## config.mk

```make
export PLATFORM = sky130hd
export DESIGN_NAME = lcd_spi_rx
export DESIGN_NICKNAME = d
export VERILOG_FILES = /design/src/rtl/lcd_pkg.sv /design/src/rtl/lcd_sync_bit.sv /design/src/rtl/lcd_spi_rx.sv
export SDC_FILE = /design/constraint.sdc
export NUM_CORES = 1
export LEC_CHECK = 0
export ABC_AREA = 1
export BUFFER_PORTS_ARGS = -buffer_cell sky130_fd_sc_hd__clkbuf_2
export CAP_MARGIN = 20
export CELL_PAD_IN_SITES_DETAIL_PLACEMENT = 1
export CELL_PAD_IN_SITES_GLOBAL_PLACEMENT = 2
export CORE_ASPECT_RATIO = 1.4
export CORE_UTILIZATION = 30
export DETAILED_ROUTE_END_ITERATION = 6
export GPL_ROUTABILITY_DRIVEN = 1
export MAX_ROUTING_LAYER = met4
export PLACE_DENSITY = 0.81
export SYNTH_ARGS = -nofsm -noshare
export SYNTH_HDL_FRONTEND = slang
export SYNTH_SLANG_ARGS = --single-unit
```

## constraint.sdc

```tcl
create_clock -name clk -period 1.7 [get_ports clk]
set_input_delay 0.34 -clock clk [delete_from_list [all_inputs] [get_ports clk]]
set_output_delay 0.34 -clock clk [all_outputs]
set_load 0.1 [all_outputs]
```

## src/rtl/lcd_pkg.sv

```systemverilog
// Shared definitions for the serial LCD receive model: command codes, decoder states, pixel format.
// No logic: constants and types only.
// No flow control.
package lcd_pkg;

    localparam logic [7:0] CMD_CASET = 8'h2A;
    localparam logic [7:0] CMD_RASET = 8'h2B;
    localparam logic [7:0] CMD_RAMWR = 8'h2C;

    typedef enum logic [2:0] {
        DEC_IDLE,
        DEC_CASET,
        DEC_RASET,
        DEC_RAMWR_HI,
        DEC_RAMWR_LO
    } dec_state_t;

    typedef struct packed {
        logic [4:0] r;
        logic [5:0] g;
        logic [4:0] b;
    } rgb565_t;

endpackage

```

## src/rtl/lcd_sync_bit.sv

```systemverilog
// Multi-flop synchronizer for one asynchronous pin, with a selectable reset level.
// Latency SYNC_STAGES clk cycles.
// No flow control.
module lcd_sync_bit #(
    parameter int   SYNC_STAGES = 2,
    parameter logic RESET_VAL   = 1'b0
) (
    input  logic clk,
    input  logic reset_n,
    input  logic d,
    output logic q
);

    logic [SYNC_STAGES-1:0] chain;

    always_ff @(posedge clk or negedge reset_n) begin
        if (!reset_n) begin
            chain <= {SYNC_STAGES{RESET_VAL}};
        end else begin
            chain <= {chain[SYNC_STAGES-2:0], d};
        end
    end

    assign q = chain[SYNC_STAGES-1];

endmodule

```

## src/rtl/lcd_spi_rx.sv

```systemverilog
// Serial LCD receiver: oversampled 4-wire pins to tagged bytes; with LCD_SPI_RX_PIXEL_DECODE_EN, CASET/RASET/RAMWR to pixels.
// Latency: byte_valid SYNC_STAGES+1 clk after the 8th scl rise; pix_valid coincides with the completing byte_valid.
// No backpressure: the serial master is free-running, outputs are pulses.
module lcd_spi_rx
    import lcd_pkg::*;
#(
    parameter int WIDTH       = 128,
    parameter int HEIGHT      = 160,
    parameter int SYNC_STAGES = 2
) (
    input  logic        clk,
    input  logic        reset_n,
    input  logic        cs,
    input  logic        scl,
    input  logic        sda,
    input  logic        rs,
    input  logic        lcd_rst,
    output logic        byte_valid,
    output logic [7:0]  byte_data,
    output logic        byte_is_data,
    output logic        frame_err,
    output logic        pix_valid,
    output logic [15:0] pix_data,
    output logic [7:0]  pix_x,
    output logic [7:0]  pix_y
);

    logic cs_s, scl_s, sda_s, rs_s, lcd_rst_s;

    lcd_sync_bit #(.SYNC_STAGES(SYNC_STAGES), .RESET_VAL(1'b1)) u_sync_cs (
        .clk(clk), .reset_n(reset_n), .d(cs), .q(cs_s));
    lcd_sync_bit #(.SYNC_STAGES(SYNC_STAGES), .RESET_VAL(1'b1)) u_sync_scl (
        .clk(clk), .reset_n(reset_n), .d(scl), .q(scl_s));
    lcd_sync_bit #(.SYNC_STAGES(SYNC_STAGES), .RESET_VAL(1'b0)) u_sync_sda (
        .clk(clk), .reset_n(reset_n), .d(sda), .q(sda_s));
    lcd_sync_bit #(.SYNC_STAGES(SYNC_STAGES), .RESET_VAL(1'b0)) u_sync_rs (
        .clk(clk), .reset_n(reset_n), .d(rs), .q(rs_s));
    lcd_sync_bit #(.SYNC_STAGES(SYNC_STAGES), .RESET_VAL(1'b1)) u_sync_rst (
        .clk(clk), .reset_n(reset_n), .d(lcd_rst), .q(lcd_rst_s));

    logic       scl_d, cs_d;
    logic       clr, scl_rise, cs_rise, byte_done;
    logic [2:0] bit_cnt;
    logic [6:0] shift_q;
    logic [7:0] new_byte;

    assign clr       = ~lcd_rst_s;
    assign scl_rise  = scl_s & ~scl_d & ~cs_s;
    assign cs_rise   = cs_s & ~cs_d;
    assign byte_done = scl_rise && (bit_cnt == 3'd7);
    assign new_byte  = {shift_q, sda_s};

    always_ff @(posedge clk or negedge reset_n) begin
        if (!reset_n) begin
            scl_d        <= 1'b1;
            cs_d         <= 1'b1;
            bit_cnt      <= '0;
            shift_q      <= '0;
            byte_valid   <= 1'b0;
            byte_data    <= '0;
            byte_is_data <= 1'b0;
            frame_err    <= 1'b0;
        end else begin
            scl_d      <= scl_s;
            cs_d       <= cs_s;
            byte_valid <= 1'b0;
            if (clr) begin
                bit_cnt      <= '0;
                shift_q      <= '0;
                byte_data    <= '0;
                byte_is_data <= 1'b0;
                frame_err    <= 1'b0;
            end else if (scl_rise) begin
                shift_q <= new_byte[6:0];
                if (bit_cnt == 3'd7) begin
                    bit_cnt      <= '0;
                    byte_valid   <= 1'b1;
                    byte_data    <= new_byte;
                    byte_is_data <= rs_s;
                end else begin
                    bit_cnt <= bit_cnt + 3'd1;
                end
            end else if (cs_rise && bit_cnt != 3'd0) begin
                // partial byte is dropped; the error stays until a reset
                bit_cnt   <= '0;
                frame_err <= 1'b1;
            end
        end
    end

`ifdef LCD_SPI_RX_PIXEL_DECODE_EN
    localparam logic [7:0] XE_RST = 8'(WIDTH - 1);
    localparam logic [7:0] YE_RST = 8'(HEIGHT - 1);

    dec_state_t state_q, state_d;
    logic [1:0] pcnt_q, pcnt_d;
    logic [7:0] pstart_q, pstart_d;
    logic [7:0] xs_q, xs_d, xe_q, xe_d, ys_q, ys_d, ye_q, ye_d;
    logic [7:0] cur_x_q, cur_x_d, cur_y_q, cur_y_d;
    logic [7:0] pix_hi_q, pix_hi_d;
    logic       adv_q, adv_d;
    logic       pix_valid_q, pix_valid_d;
    rgb565_t    pix_data_q, pix_data_d;

    always_comb begin
        state_d     = state_q;
        pcnt_d      = pcnt_q;
        pstart_d    = pstart_q;
        xs_d        = xs_q;
        xe_d        = xe_q;
        ys_d        = ys_q;
        ye_d        = ye_q;
        cur_x_d     = cur_x_q;
        cur_y_d     = cur_y_q;
        pix_hi_d    = pix_hi_q;
        adv_d       = 1'b0;
        pix_valid_d = 1'b0;
        pix_data_d  = pix_data_q;

        // cursor moves one cycle after the pixel so pix_x/pix_y show where it landed
        if (adv_q) begin
            if (cur_x_q == xe_q) begin
                cur_x_d = xs_q;
                cur_y_d = (cur_y_q == ye_q) ? ys_q : cur_y_q + 8'd1;
            end else begin
                cur_x_d = cur_x_q + 8'd1;
            end
        end

        if (byte_done) begin
            if (!rs_s) begin
                pcnt_d = '0;
                case (new_byte)
                    CMD_CASET: state_d = DEC_CASET;
                    CMD_RASET: state_d = DEC_RASET;
                    CMD_RAMWR: begin
                        state_d = DEC_RAMWR_HI;
                        cur_x_d = xs_q;
                        cur_y_d = ys_q;
                    end
                    default:   state_d = DEC_IDLE;
                endcase
            end else begin
                case (state_q)
                    DEC_CASET, DEC_RASET: begin
                        pcnt_d = pcnt_q + 2'd1;
                        if (pcnt_q == 2'd1) pstart_d = new_byte;
                        if (pcnt_q == 2'd3) begin
                            if (state_q == DEC_CASET) begin
                                xs_d = pstart_q;
                                xe_d = new_byte;
                            end else begin
                                ys_d = pstart_q;
                                ye_d = new_byte;
                            end
                            state_d = DEC_IDLE;
                        end
                    end
                    DEC_RAMWR_HI: begin
                        pix_hi_d = new_byte;
                        state_d  = DEC_RAMWR_LO;
                    end
                    DEC_RAMWR_LO: begin
                        pix_valid_d = 1'b1;
                        pix_data_d  = rgb565_t'({pix_hi_q, new_byte});
                        adv_d       = 1'b1;
                        state_d     = DEC_RAMWR_HI;
                    end
                    default: ;
                endcase
            end
        end
    end

    always_ff @(posedge clk or negedge reset_n) begin
        if (!reset_n) begin
            state_q     <= DEC_IDLE;
            pcnt_q      <= '0;
            pstart_q    <= '0;
            xs_q        <= '0;
            xe_q        <= XE_RST;
            ys_q        <= '0;
            ye_q        <= YE_RST;
            cur_x_q     <= '0;
            cur_y_q     <= '0;
            pix_hi_q    <= '0;
            adv_q       <= 1'b0;
            pix_valid_q <= 1'b0;
            pix_data_q  <= '0;
        end else if (clr) begin
            state_q     <= DEC_IDLE;
            pcnt_q      <= '0;
            pstart_q    <= '0;
            xs_q        <= '0;
            xe_q        <= XE_RST;
            ys_q        <= '0;
            ye_q        <= YE_RST;
            cur_x_q     <= '0;
            cur_y_q     <= '0;
            pix_hi_q    <= '0;
            adv_q       <= 1'b0;
            pix_valid_q <= 1'b0;
            pix_data_q  <= '0;
        end else begin
            state_q     <= state_d;
            pcnt_q      <= pcnt_d;
            pstart_q    <= pstart_d;
            xs_q        <= xs_d;
            xe_q        <= xe_d;
            ys_q        <= ys_d;
            ye_q        <= ye_d;
            cur_x_q     <= cur_x_d;
            cur_y_q     <= cur_y_d;
            pix_hi_q    <= pix_hi_d;
            adv_q       <= adv_d;
            pix_valid_q <= pix_valid_d;
            pix_data_q  <= pix_data_d;
        end
    end

    assign pix_valid = pix_valid_q;
    assign pix_data  = pix_data_q;
    assign pix_x     = cur_x_q;
    assign pix_y     = cur_y_q;
`else
    assign pix_valid = 1'b0;
    assign pix_data  = '0;
    assign pix_x     = '0;
    assign pix_y     = '0;
`endif

endmodule

```

==> flow_metrics.tcl, run 1 <==
set metrics [dict create \
    htree_levels 2 \
    setup_viol_count_final 0 \
    max-slew-margin-rel_pct 63.8 \
    hold_class "input pin to async pin" \
    synth_cell_types 22 \
    critical_path_arrival_ns 1.67 \
    p_per_area_nw_per_um2 1150 \
    area_growth_pct 5.31 \
    fp.dieH_um 89.7 \
    holdWs_ns 0.0799 \
    cp_slowest_stage_delay_ns 0.40 \
    hold_viol_final 0 \
    final_util_pct 33.1 \
    postCtsHoldBufs 0 \
    cpMaxStageDelayCell "dfrtp_1" \
    grt-ovfl-total 0 \
    yosys_warnings 0 \
    synth_most_common_cell "nand2_1" \
    clk_latency_ns 0.28 \
    pre_cts_ws_ns 0.252 \
    antenna_found_initial 0 \
    place.gp.congestion 0.680 \
    drive_above_1_share_pct 26.3 \
    tns_ns 0 \
    clock_sinks 33 \
    outcome "finished, final reports clean" \
    ys.flop_type "dfrtp_1" \
    grt_pass1_vias 982 \
    seq_area_frac_synth_pct 50.7 \
    synth-seq-cells 33 \
    total_power_mw 2.00 \
    grtUsageTotal_pct 11.2 \
    post-place-cells 248 \
    fmax_ghz 0.687 \
    io_pins 51 \
    dr_total_vias 1011 \
    netlist_area_um2 1650 \
    synth_top_area_share_pct 38.0 \
    wl_per_cell_um 10.2 \
    finalCritPeriodShare_pct 85.6 \
    n_fill_cell 633 \
    cts_tree "built" \
    rsz0062_at_grt "no" \
    synthArstFlopShare_pct 100 \
    ir_drop_v 0.000457 \
    clkTransAtPathRegs_ns 0.07 \
    endpoint_kind "flip-flop" \
    cts_resized 0 \
    place.port_buffers 17 \
    drt-total-wl_mm 2.62 \
    cts_buffer_depth 2 \
    grt_max_degree 34 \
    netlist_instances 168 \
    core_area_um2 5240 \
    nets 199 \
    fin_skew_ns 0.00665 \
    p_leak_nw 0.996 \
    tightest_slew_ns 0.546 \
    cap_violations 0 \
    netlist_top_cells_count "nand2_1, buf_4, dfrtp_1" \
    start_kind "flip-flop" \
    worstSetupPathType "flip-flop to flip-flop" \
    seq_area_um2 836 \
    crit_fanout 11 \
    cts_buffers 5 \
    dp_hpwl_mm 1.89 \
    rows 31 \
    grt_pass1_wl_mm 4.60 \
    period_needed_ns 1.45 \
    synth_edf_count 0 \
    final_cell_count_no_fill 256 \
    design_area_um2 1740 \
    drv_slew 0 \
    initial_core_util_pct 31.5 \
    n_antenna_cell 0 \
    path_cells "ha_1 -> ha_1 -> inv_2 -> nand2_2 -> nand2_4 -> nand2_1 -> nand2_1" \
    clockRootBuffer "clkbuf_8" \
    drt_iter0_markers 39 \
    synth_area_leaders "dfrtp_1, buf_4, dfstp_2, nand2_1, nand3_2" \
    syn_area_per_cell_um2 9.81 \
    required_ns 1.91 \
    multi_input_area_um2 548 \
    worst_slack_ns 0.245 \
    first_pass_iters 4 \
    cts_setup_buffers 0 \
    dpl_cell_area_um2 1650 \
    die-area_um2 5800 \
    vias_per_cell 3.95 \
    ant_nets 0 \
    synth_largest_area_cell "dfrtp_1" \
    remaining_drc_errors 0 \
    die_x_um 64.6 \
]
## path summary, 6_finish.rpt
| path | cells past startpoint | slack [ns] | startpoint | endpoint |
|---|---|---|---|---|
| setup reg to reg | 7 | 0.25 | bit_cnt[0] | byte_data[3] |
| setup / recovery | 7 | 0.25 | bit_cnt[0] | byte_data[3] |
| hold / removal | 2 | 0.08 | reset_n | bit_cnt[1] |
| hold reg to reg | 0 | 0.35 | u_sync_rs.chain[0] | u_sync_rs.chain[1] |
| min in group clk | 1 | 0.14 | scl | u_sync_scl.chain[0] |
| max in group asynchronous | 2 | 1.30 | reset_n | u_sync_cs.chain[0] |
## registers in the layout (all words and copies together) (netlist names)
name	cells
byte_is_data	1
u_sync_sda.chain	2
u_sync_scl.chain	2
shift_q	7
cs_d	1
u_sync_rst.chain	2
byte_data	8
byte_valid	1
u_sync_cs.chain	2
u_sync_rs.chain	2
frame_err	1
scl_d	1
bit_cnt	3
## cell families (layout without fill, tap and decap cells)
| family | count (synthesis) | count (layout) | synth area share [%] |
|---|---|---|---|
| and+or+nand+nor | 70 | 70 | 22.2 |
| buffers and inverters | 57 | 47 | 23.3 |
| DFF | 33 | 33 | 50.7 |
| AOI/OAI and AO/OA | 4 | 4 | 1.21 |
| adders and majority gates | 3 | 3 | 2.28 |
| other | 1 | 33 | 0.228 |
## power by group
part           internal (mW)  leakage, nW  switching [mW]  total (mW)
sequential             0.834        0.417          0.0228       0.857
clock                  0.330       0.0455           0.262       0.591
combinational         0.0438        0.534           0.504       0.548
total                   1.21        0.996           0.789        2.00
## final cells by class
class	instances	area share, %
clock buffer	8	5.19
multi-input combinational	110	31.6
tap	66	4.76
inverter	19	4.11
timing repair buffer	20	6.20
sequential	33	48.2
## cells in the final DEF (no fill, tap or decap)
cell / instances
nand3_2: 6
clkbuf_1: 2
buf_4: 3
ha_1: 3
nor3_2: 1
nand2_1: 45
nor2_1: 2
o21ai_1: 3
clkinv_1: 2
nand3_1: 7
conb_1: 33
inv_2: 4
dfstp_2: 8
nand2_4: 2
nor2_4: 1
clkbuf_8: 6
dfrtp_1: 25
inv_1: 13
nand2_8: 1
nand2_2: 1
a21oi_1: 1
nand4_1: 4
clkbuf_2: 17
## routing by layer
metal  track usage, %  wire, µm  vias up
met1             12.1      1050      479
li1                 -         -      488
met4             7.27        61        0
met3             2.65       145        4
met2             18.5      1350       40
met5                -         0        -
## critical path: cells and delay by family, from the launching register on
kind / cells / cell delay, ns
adder cells (fa/ha/maj): 2 / 0.38
buffers and inverters: 1 / 0.07
flip-flops: 1 / 0.40
AND/OR/NAND/NOR: 4 / 0.53
(Power assumes the default switching activity.)
==> inputs of run 2 (changes only) <==
Settings changed: SYNTH_HIERARCHICAL from default to 1.
==> flow_metrics.tcl, run 2 <==
set metrics [dict create \
    outcome "finished, final reports clean" \
    die-area_um2 5680 \
    drv_slew 0 \
    synth_edf_count 0 \
    synth_top_family_by_area "simple AND/OR/NAND/NOR gates" \
    synth_most_common_cell "buf_4" \
    cpMaxStageDelayCell "clkbuf_2" \
    holdWs_ns 0.0598 \
    hold_class "input pin to async pin" \
    cts_setup_buffers 0 \
    rsz0062_at_grt "no" \
    seq_area_um2 836 \
    max-slew-margin-rel_pct 64.1 \
    synth_top_area_share_pct 38.8 \
    design_area_um2 1720 \
    cts_buffers 5 \
    fin_skew_ns 0.00495 \
    wl_per_cell_um 10.6 \
    hold_viol_final 0 \
    syn_area_per_cell_um2 10.1 \
    tns_ns 0 \
    largest_reg_flops 8 \
    htree_levels 2 \
    grt_pass1_vias 968 \
    p_leak_nw 0.937 \
    core_area_um2 5160 \
    worst_slack_ns 0.235 \
    drive_above_1_share_pct 31.1 \
    path_cells "clkbuf_2" \
    nets 192 \
    cp_slowest_stage_delay_ns 0.47 \
    postCtsHoldBufs 0 \
    synth-simple-area-share_pct 23.4 \
    clkTransAtPathRegs_ns 0.07 \
    finalCritPeriodShare_pct 86.2 \
    dr_total_vias 1000 \
    grt_max_degree 34 \
    initial_core_util_pct 31.3 \
    synthXorXnorAreaFrac_pct 0 \
    clk_latency_ns 0.29 \
    synth_largest_area_cell "dfrtp_1" \
    place.port_buffers 17 \
    tightest_slew_ns 0.540 \
    dp_hpwl_mm 1.95 \
    netlist_area_um2 1610 \
    cts_tree "built" \
    grt_pass1_wl_mm 4.61 \
    total_power_mw 1.78 \
    cts_resized 0 \
    pre_cts_ws_ns 0.400 \
    fp.dieH_um 88.8 \
    reg2reg_to "byte_data[2]" \
    netlist_instances 160 \
    top_register "byte_data" \
    place.gp.congestion 0.749 \
    multi_input_area_um2 559 \
    first_pass_iters 3 \
    synthAdderAreaFrac_pct 2.33 \
    rows 31 \
    cts_buffer_depth 2 \
    cap_violations 0 \
    n_fill_cell 613 \
    final_cell_mix "nand2_1, conb_1, dfrtp_1" \
    synthArstFlopShare_pct 100 \
    antenna_found_initial 0 \
    drt-total-wl_mm 2.64 \
    vias_per_cell 4.02 \
    worstSetupPathType "flip-flop to output pin" \
    r2r_cells 7 \
    r2r-start "bit_cnt[0]" \
    grtUsageTotal_pct 11.5 \
    cp_top_family "buffers and inverters" \
    remaining_drc_errors 0 \
    netlist_top_cells_count "buf_4, nand2_1, dfrtp_1" \
    drt_iter0_markers 49 \
    start_kind "flip-flop" \
    muxShareOfSynthArea_pct 0 \
    clockRootBuffer "clkbuf_8" \
    synth_cell_types 20 \
    io_pins 51 \
    grt-ovfl-total 0 \
    synth_area_leaders "dfrtp_1, buf_4, dfstp_2, nand2_1, nand2_2" \
    ir_drop_v 0.000380 \
    ant_nets 0 \
    fmax_ghz 0.683 \
    die_x_um 64.0 \
    area_growth_pct 6.59 \
    rrSetupSlack_ns 0.40 \
    p_per_area_nw_per_um2 1030 \
    period_needed_ns 1.46 \
    critical_path_arrival_ns 1.12 \
    required_ns 1.36 \
    setup_viol_count_final 0 \
    synth-seq-cells 33 \
    dpl_cell_area_um2 1640 \
    path_buf_inv 1 \
    crit_fanout 2 \
    n_antenna_cell 0 \
    endpoint_kind "output pin" \
    synth_compound_area_share_pct 1.24 \
    clock_sinks 33 \
    seq_area_frac_synth_pct 51.8 \
    ys.flop_type "dfrtp_1" \
    yosys_warnings 6 \
    largestRegisters "byte_data: 8 flops, shift_q: 7 flops, bit_cnt: 3 flops" \
]
==> run 2: worst max-delay path by stage <==
stage	from	endpoint	slack [ns]	cells after the start
detailed placement	bit_cnt[0]	byte_data[5]	0.40	7
global placement	u_sync_scl/chain[1]	byte_data[4]	0.44	5
global route	byte_data[5]	byte_data[5]	0.18	1
CTS	byte_data[5]	byte_data[5]	0.21	1
floorplan	bit_cnt[0]	byte_data[0]	0.33	8
finish	byte_data[5]	byte_data[5]	0.24	1
==> run 2: through the flow <==
step	util, %	cells
final	33.3	249
after global placement	31.7	241
after CTS	33.3	249
after global routing	33.3	249
after floorplan	-	192
after detailed placement	31.7	241
==> run 2: report_power, final <==
part	switching (mW)	internal [mW]
sequential	0.0130	0.811
combinational	0.374	0.0230
clock	0.274	0.283
==> run 2: routing by layer <==
| metal | up-vias | routed length (µm) | GRT usage (%) |
|---|---|---|---|
| li1 | 477 | - | - |
| met1 | 477 | 1030 | 11.5 |
| met2 | 39 | 1340 | 19.1 |
| met3 | 7 | 167 | 3.09 |
| met4 | 0 | 98 | 9.30 |
| met5 | - | 0 | - |
==> run 2: cell type report <==
type,count,area share [%]
well taps,66,4.80
flip-flops and latches,33,48.6
repair buffers,21,6.69
inverters,12,2.62
clock buffers,6,4.22
clock inverters,2,0.582
multi-input cells,109,32.5
==> run 2: cell families after synthesis <==
| logic type | after synthesis |
|---|---|
| buffers and inverters | 50 |
| and+or+nand+nor | 69 |
| DFF | 33 |
| AOI/OAI and AO/OA | 4 |
| other | 1 |
| adders and majority gates | 3 |
